## src/rtl/dct_pkg.sv

```systemverilog
// Shared constants for the 2-D DCT pipeline.
// Vectors carry DCT_N lanes; lane k sits at [k*DATA_WIDTH +: DATA_WIDTH].
package dct_pkg;

    localparam int unsigned DCT_N     = 8;
    localparam int unsigned DCT_IDX_W = 3;

    function automatic int unsigned lane_lsb(input int unsigned k, input int unsigned width);
        return k * width;
    endfunction

endpackage

```

## src/rtl/dct_tbuf_bank.sv

```systemverilog
// One 8x8 register bank of the transpose buffer.
// Row-wise write port and a combinational column read port.
module dct_tbuf_bank
    import dct_pkg::*;
#(
    parameter int unsigned DATA_WIDTH = 32
) (
    input  logic                          clk_i,
    input  logic                          we_i,
    input  logic [DCT_IDX_W-1:0]          row_idx_i,
    input  logic [DATA_WIDTH*DCT_N-1:0]   row_i,
    input  logic [DCT_IDX_W-1:0]          col_idx_i,
    output logic [DATA_WIDTH*DCT_N-1:0]   col_o
);

    logic [DATA_WIDTH*DCT_N-1:0] row_q [DCT_N];

    for (genvar r = 0; r < DCT_N; r++) begin : g_row
        // Contents are intentionally not reset; validity is tracked by the controller.
        always_ff @(posedge clk_i) begin
            if (we_i && (row_idx_i == DCT_IDX_W'(r))) begin
                row_q[r] <= row_i;
            end
        end

        assign col_o[lane_lsb(r, DATA_WIDTH) +: DATA_WIDTH] =
            row_q[r][lane_lsb(32'(col_idx_i), DATA_WIDTH) +: DATA_WIDTH];
    end

endmodule

```

## src/rtl/dct_transpose_8x8.sv

```systemverilog
// Ping-pong 8x8 transpose between the row and column 1-D DCT passes.
// Rows fill one bank while the other drains as columns.
module dct_transpose_8x8
    import dct_pkg::*;
#(
    parameter int unsigned DATA_WIDTH = 32
) (
    input  logic                          clk,
    input  logic                          reset_n,
    input  logic                          in_valid,
    output logic                          in_ready,
    input  logic [DATA_WIDTH*DCT_N-1:0]   in_row,
    output logic                          out_valid,
    input  logic                          out_ready,
    output logic [DATA_WIDTH*DCT_N-1:0]   out_col,
    output logic [DCT_IDX_W-1:0]          out_col_idx,
    output logic                          out_last
);

    localparam int unsigned VEC_W = DATA_WIDTH * DCT_N;
    localparam logic [DCT_IDX_W-1:0] LAST_IDX = DCT_IDX_W'(DCT_N - 1);

    logic [1:0]           bank_full_q, bank_full_d;
    logic                 wr_sel_q, wr_sel_d;
    logic                 rd_sel_q, rd_sel_d;
    logic [DCT_IDX_W-1:0] wr_row_q, wr_row_d;
    logic [DCT_IDX_W-1:0] rd_col_q, rd_col_d;

    logic                 wr_fire, rd_fire;
    logic [1:0]           bank_we;
    logic [VEC_W-1:0]     bank_col [2];

    assign in_ready    = !bank_full_q[wr_sel_q];
    assign out_valid   = bank_full_q[rd_sel_q];
    assign wr_fire     = in_valid && in_ready;
    assign rd_fire     = out_valid && out_ready;
    assign out_col     = rd_sel_q ? bank_col[1] : bank_col[0];
    assign out_col_idx = rd_col_q;
    assign out_last    = out_valid && (rd_col_q == LAST_IDX);

    // A completing write and a completing read never hit the same bank, so both apply.
    always_comb begin
        bank_full_d = bank_full_q;
        wr_sel_d    = wr_sel_q;
        rd_sel_d    = rd_sel_q;
        wr_row_d    = wr_row_q;
        rd_col_d    = rd_col_q;
        if (wr_fire) begin
            wr_row_d = wr_row_q + DCT_IDX_W'(1);
            if (wr_row_q == LAST_IDX) begin
                bank_full_d[wr_sel_q] = 1'b1;
                wr_sel_d              = !wr_sel_q;
            end
        end
        if (rd_fire) begin
            rd_col_d = rd_col_q + DCT_IDX_W'(1);
            if (rd_col_q == LAST_IDX) begin
                bank_full_d[rd_sel_q] = 1'b0;
                rd_sel_d              = !rd_sel_q;
            end
        end
    end

    always_ff @(posedge clk) begin
        if (!reset_n) begin
            bank_full_q <= 2'b00;
            wr_sel_q    <= 1'b0;
            rd_sel_q    <= 1'b0;
            wr_row_q    <= '0;
            rd_col_q    <= '0;
        end else begin
            bank_full_q <= bank_full_d;
            wr_sel_q    <= wr_sel_d;
            rd_sel_q    <= rd_sel_d;
            wr_row_q    <= wr_row_d;
            rd_col_q    <= rd_col_d;
        end
    end

    for (genvar b = 0; b < 2; b++) begin : g_bank
        assign bank_we[b] = wr_fire && (wr_sel_q == 1'(b));

        dct_tbuf_bank #(
            .DATA_WIDTH (DATA_WIDTH)
        ) u_bank (
            .clk_i     (clk),
            .we_i      (bank_we[b]),
            .row_idx_i (wr_row_q),
            .row_i     (in_row),
            .col_idx_i (rd_col_q),
            .col_o     (bank_col[b])
        );
    end

endmodule
```

## config.mk

```make
export PLATFORM = sky130hd
export DESIGN_NAME = dct_transpose_8x8
export DESIGN_NICKNAME = d
export VERILOG_FILES = /design/src/rtl/dct_pkg.sv /design/src/rtl/dct_tbuf_bank.sv /design/src/rtl/dct_transpose_8x8.sv
export SDC_FILE = /design/constraint.sdc
export NUM_CORES = 2
export LEC_CHECK = 0
export ABC_AREA = 0
export CAP_MARGIN = 10
export CORE_AREA = 3 3 534 536
export CTS_CLUSTER_DIAMETER = 40
export CTS_CLUSTER_SIZE = 24
export DETAILED_ROUTE_END_ITERATION = 10
export DIE_AREA = 0 0 537 539
export PLACE_DENSITY = 0.79
export SLEW_MARGIN = 10
export SYNTH_ARGS = -nofsm -noshare
export SYNTH_HDL_FRONTEND = slang
export SYNTH_SLANG_ARGS = --single-unit
export TNS_END_PERCENT = 100
```

## constraint.sdc

```tcl
create_clock -name clk -period 25.7 [get_ports clk]
set_input_delay 6.425 -clock clk [delete_from_list [all_inputs] [get_ports clk]]
set_output_delay 6.425 -clock clk [all_outputs]
set_load 0.03 [all_outputs]
```

==> impl_metrics.ini <==
[clock_tree]
clk_pin_slew_ns = 0.06
cts-root-buf = clkbuf_16
cts_tree = built
postCtsSetupBuffers = 0
htreeDepth = 5
post_cts_resize_count = 0
ctsLongestPathBuffers = 4
postCtsHoldBufs = 0
cts_buffers = 436
clkLatencyLatePin_ns = 0.98
clock_sinks = 4106

[power_and_ir_drop]
p_leak_nw = 54.4
finalPower_mw = 14.5
peakVddDrop_mv = 0.0687
power.density_nw_per_um2 = 80.7

[synthesis]
syn_inst = 6682
synth_seq_cells = 4106
synth-main-ff-cell = edfxtp_1
synth_nets = 6950
synth-async-reset-ratio_pct = 0
ys_seq_area_share_pct = 79.9
syn_area_per_cell_um2 = 23.1
yosysWarnings = 0
syn_area_um2 = 154000
synth_cell_types = 32
synth-edff-count = 4096

[layout]
area_delta_synth_final_pct = 16.2
drive_above_1_share_pct = 22.8
final_cell_mix = edfxtp_1 (4096), mux4_2 (866), a22oi_1 (579)
layout_commonest_cell = edfxtp_1
nNetsFinal = 7655

[floorplanning]
dieWidth_um = 537
die_area_um2 = 289000
start_util_pct = 54.8
io_pins = 522
rows = 195
core_um2 = 281000
die_h_um = 539

[setup_path]
crit_fanout = 118
cp_slowest_cell = buf_4
slowest_delay_ns = 0.89
crit_buf_inv = 5
reg2reg_slack_ns = 20.83
start_kind = flop
crit_family = buffers and inverters
cpMostUsedCell = buf_4
setup.worst_path.end_class = output pin
r2r-end = g_bank[0].u_bank.row_q[1][515]$_DFFE_PP_
required_ns = 19.27
cp_cell_sequence = buf_12 -> buf_4 -> buf_4 -> buf_4 -> mux4_2 -> a22oi_1 -> nand2_1 -> clkdlybuf4s50_1
r2r-start = wr_sel_q$_SDFFE_PN0P_
reg2reg_depth = 5
critPathArrivalTime_ns = 7.33
path_class = reg2out

[grt]
grt_pass1_wl_um = 555000
grt_max_degree = 151
overflow = 0
antenna_found_initial = 31
grt_pass1_vias = 79200
grtUsageTotal_pct = 26.3

[placed_design]
routabilityCongestion = 0.759
place_hpwl_um = 199000
port_buffers = 521

[timing]
finalHoldViolations = 0
rsz0062_at_grt = no
setup-violations-final = 0
setup_tns_ns = 0
tightest_slew_ns = 1.48
period_needed_ns = 13.75
period_share_pct = 53.5
maxSlewViolCount = 0
maxSlewHeadroom_pct = 1.02
clock.fmax_mhz = 72.7
finClkSkew_ns = 0.0478

[worst_hold_path]
worstHoldStart = wr_row_q[1]$_SDFFE_PN0N_
holdPathStages = 2
hold_path_end = wr_row_q[1]$_SDFFE_PN0N_
hp-class = reg2reg

[drt]
dr.pass1.iters = 5
drtIter0Drc = 9038
vias = 75500
wl_um = 380000
antenna_left = 0
drc_errors = 0
routedWlPerCell_um = 33.0
vias_per_cell = 6.54

[run_status]
outcome = complete, no violations

[job]
cap_violations = 0
[synthesized netlist by cell type (2+ instances only)]
cell type,instances,share of area [%]
inv_1,6,0.015
nor2_1,14,0.034
nand3_1,82,0.27
o21ai_0,2,0.0065
nor2_2,2,0.0081
edfxtp_1,4096,80
a22oi_1,579,2.8
clkbuf_1,152,0.37
nor3_1,3,0.0097
and2_1,5,0.020
ha_1,8,0.065
a211oi_1,4,0.019
dfxtp_1,10,0.13
mux2i_1,317,2.1
buf_6,35,0.26
o22ai_1,4,0.016
buf_4,31,0.15
and3_1,7,0.028
a21oi_1,15,0.049
nor3b_1,2,0.0097
mux4_2,866,13
nor2b_1,14,0.057
buf_1,48,0.12
buf_2,104,0.34
nand2_1,269,0.66
[power breakdown]
| group | total (mW) | internal, mW | switching [mW] | leakage, nW |
|---|---|---|---|---|
| Combinational | 0.342 | 0.103 | 0.239 | 9.91 |
| Clock | 6.62 | 3.84 | 2.78 | 7.42 |
| Sequential | 7.49 | 7.47 | 0.0225 | 37.1 |
[per-layer routing]
| metal | GRT usage (%) | up-vias | wire (µm) |
|---|---|---|---|
| li1 | - | 30000 | - |
| met5 | 0 | - | 56 |
| met2 | 43.4 | 4566 | 193000 |
| met3 | 5.50 | 655 | 39300 |
| met1 | 35.5 | 40200 | 137000 |
| met4 | 8.34 | 10 | 11600 |
[logic make-up after synthesis]
logic type | count (synthesis) | share of synthesized area [%]
flops | 4106 | 79.9
mux | 1184 | 14.7
compound gates | 606 | 2.92
simple gates | 399 | 1.09
buf+inv | 377 | 1.25
fa+ha+maj | 8 | 0.0650
xor+xnor | 2 | 0.0114
[metrics by stage]
stage	utilization (%)	instance area, µm²	setup WS (ns)	cells	hold WS, ns
after global routing	63.6	179000	11.30	11500	0.557
after CTS	63.6	179000	11.65	11500	0.534
after global placement	58.1	163000	12.79	10700	0.479
after floorplan	-	154000	0.811	6682	0.469
final	63.6	179000	11.95	11500	0.547
after detailed placement	58.1	163000	12.69	10700	0.525
[worst reg2reg max path, stage by stage, from the launching register on]
cell	delay, ns
dfxtp_1	0.41
nor3b_1	0.64
and3_4	0.80
buf_4	0.91
buf_4	0.75
buf_4	0.86
[registers in the layout (all words and copies together), names as in the netlist]
register             cells
bank_full_q              2
g_bank.u_bank.row_q   4096
out_col_idx              3
rd_sel_q                 1
wr_row_q                 3
wr_sel_q                 1
[layout make-up]
type,instances,area [µm²]
sequential,4106,123000
fill,17500,102000
multi-input combinational,2199,29200
clock buffer,466,11100
timing repair buffer,637,6290
tap,3743,4680
clock inverter,350,4470
antenna,25,62.6
inverter,7,41.3
[how the worst max path moves through the flow]
stage,start,end,slack (ns),cells past startpoint
2_1_floorplan,in_valid,g_bank[0].u_bank.row_q[0][1000]$_DFFE_PP_,0.81,2
3_3_place_gp,rd_sel_q$_SDFFE_PN0P_,out_col[165],12.79,8
3_5_place_dp,rd_sel_q$_SDFFE_PN0P_,out_col[165],12.69,8
4_1_cts,rd_sel_q$_SDFFE_PN0P_,out_col[165],11.65,8
5_1_grt,rd_sel_q$_SDFFE_PN0P_,out_col[165],11.30,8
6_report,rd_sel_q$_SDFFE_PN0P_,out_col[165],11.95,8
Note: power is estimated with default switching activity, not from simulation.
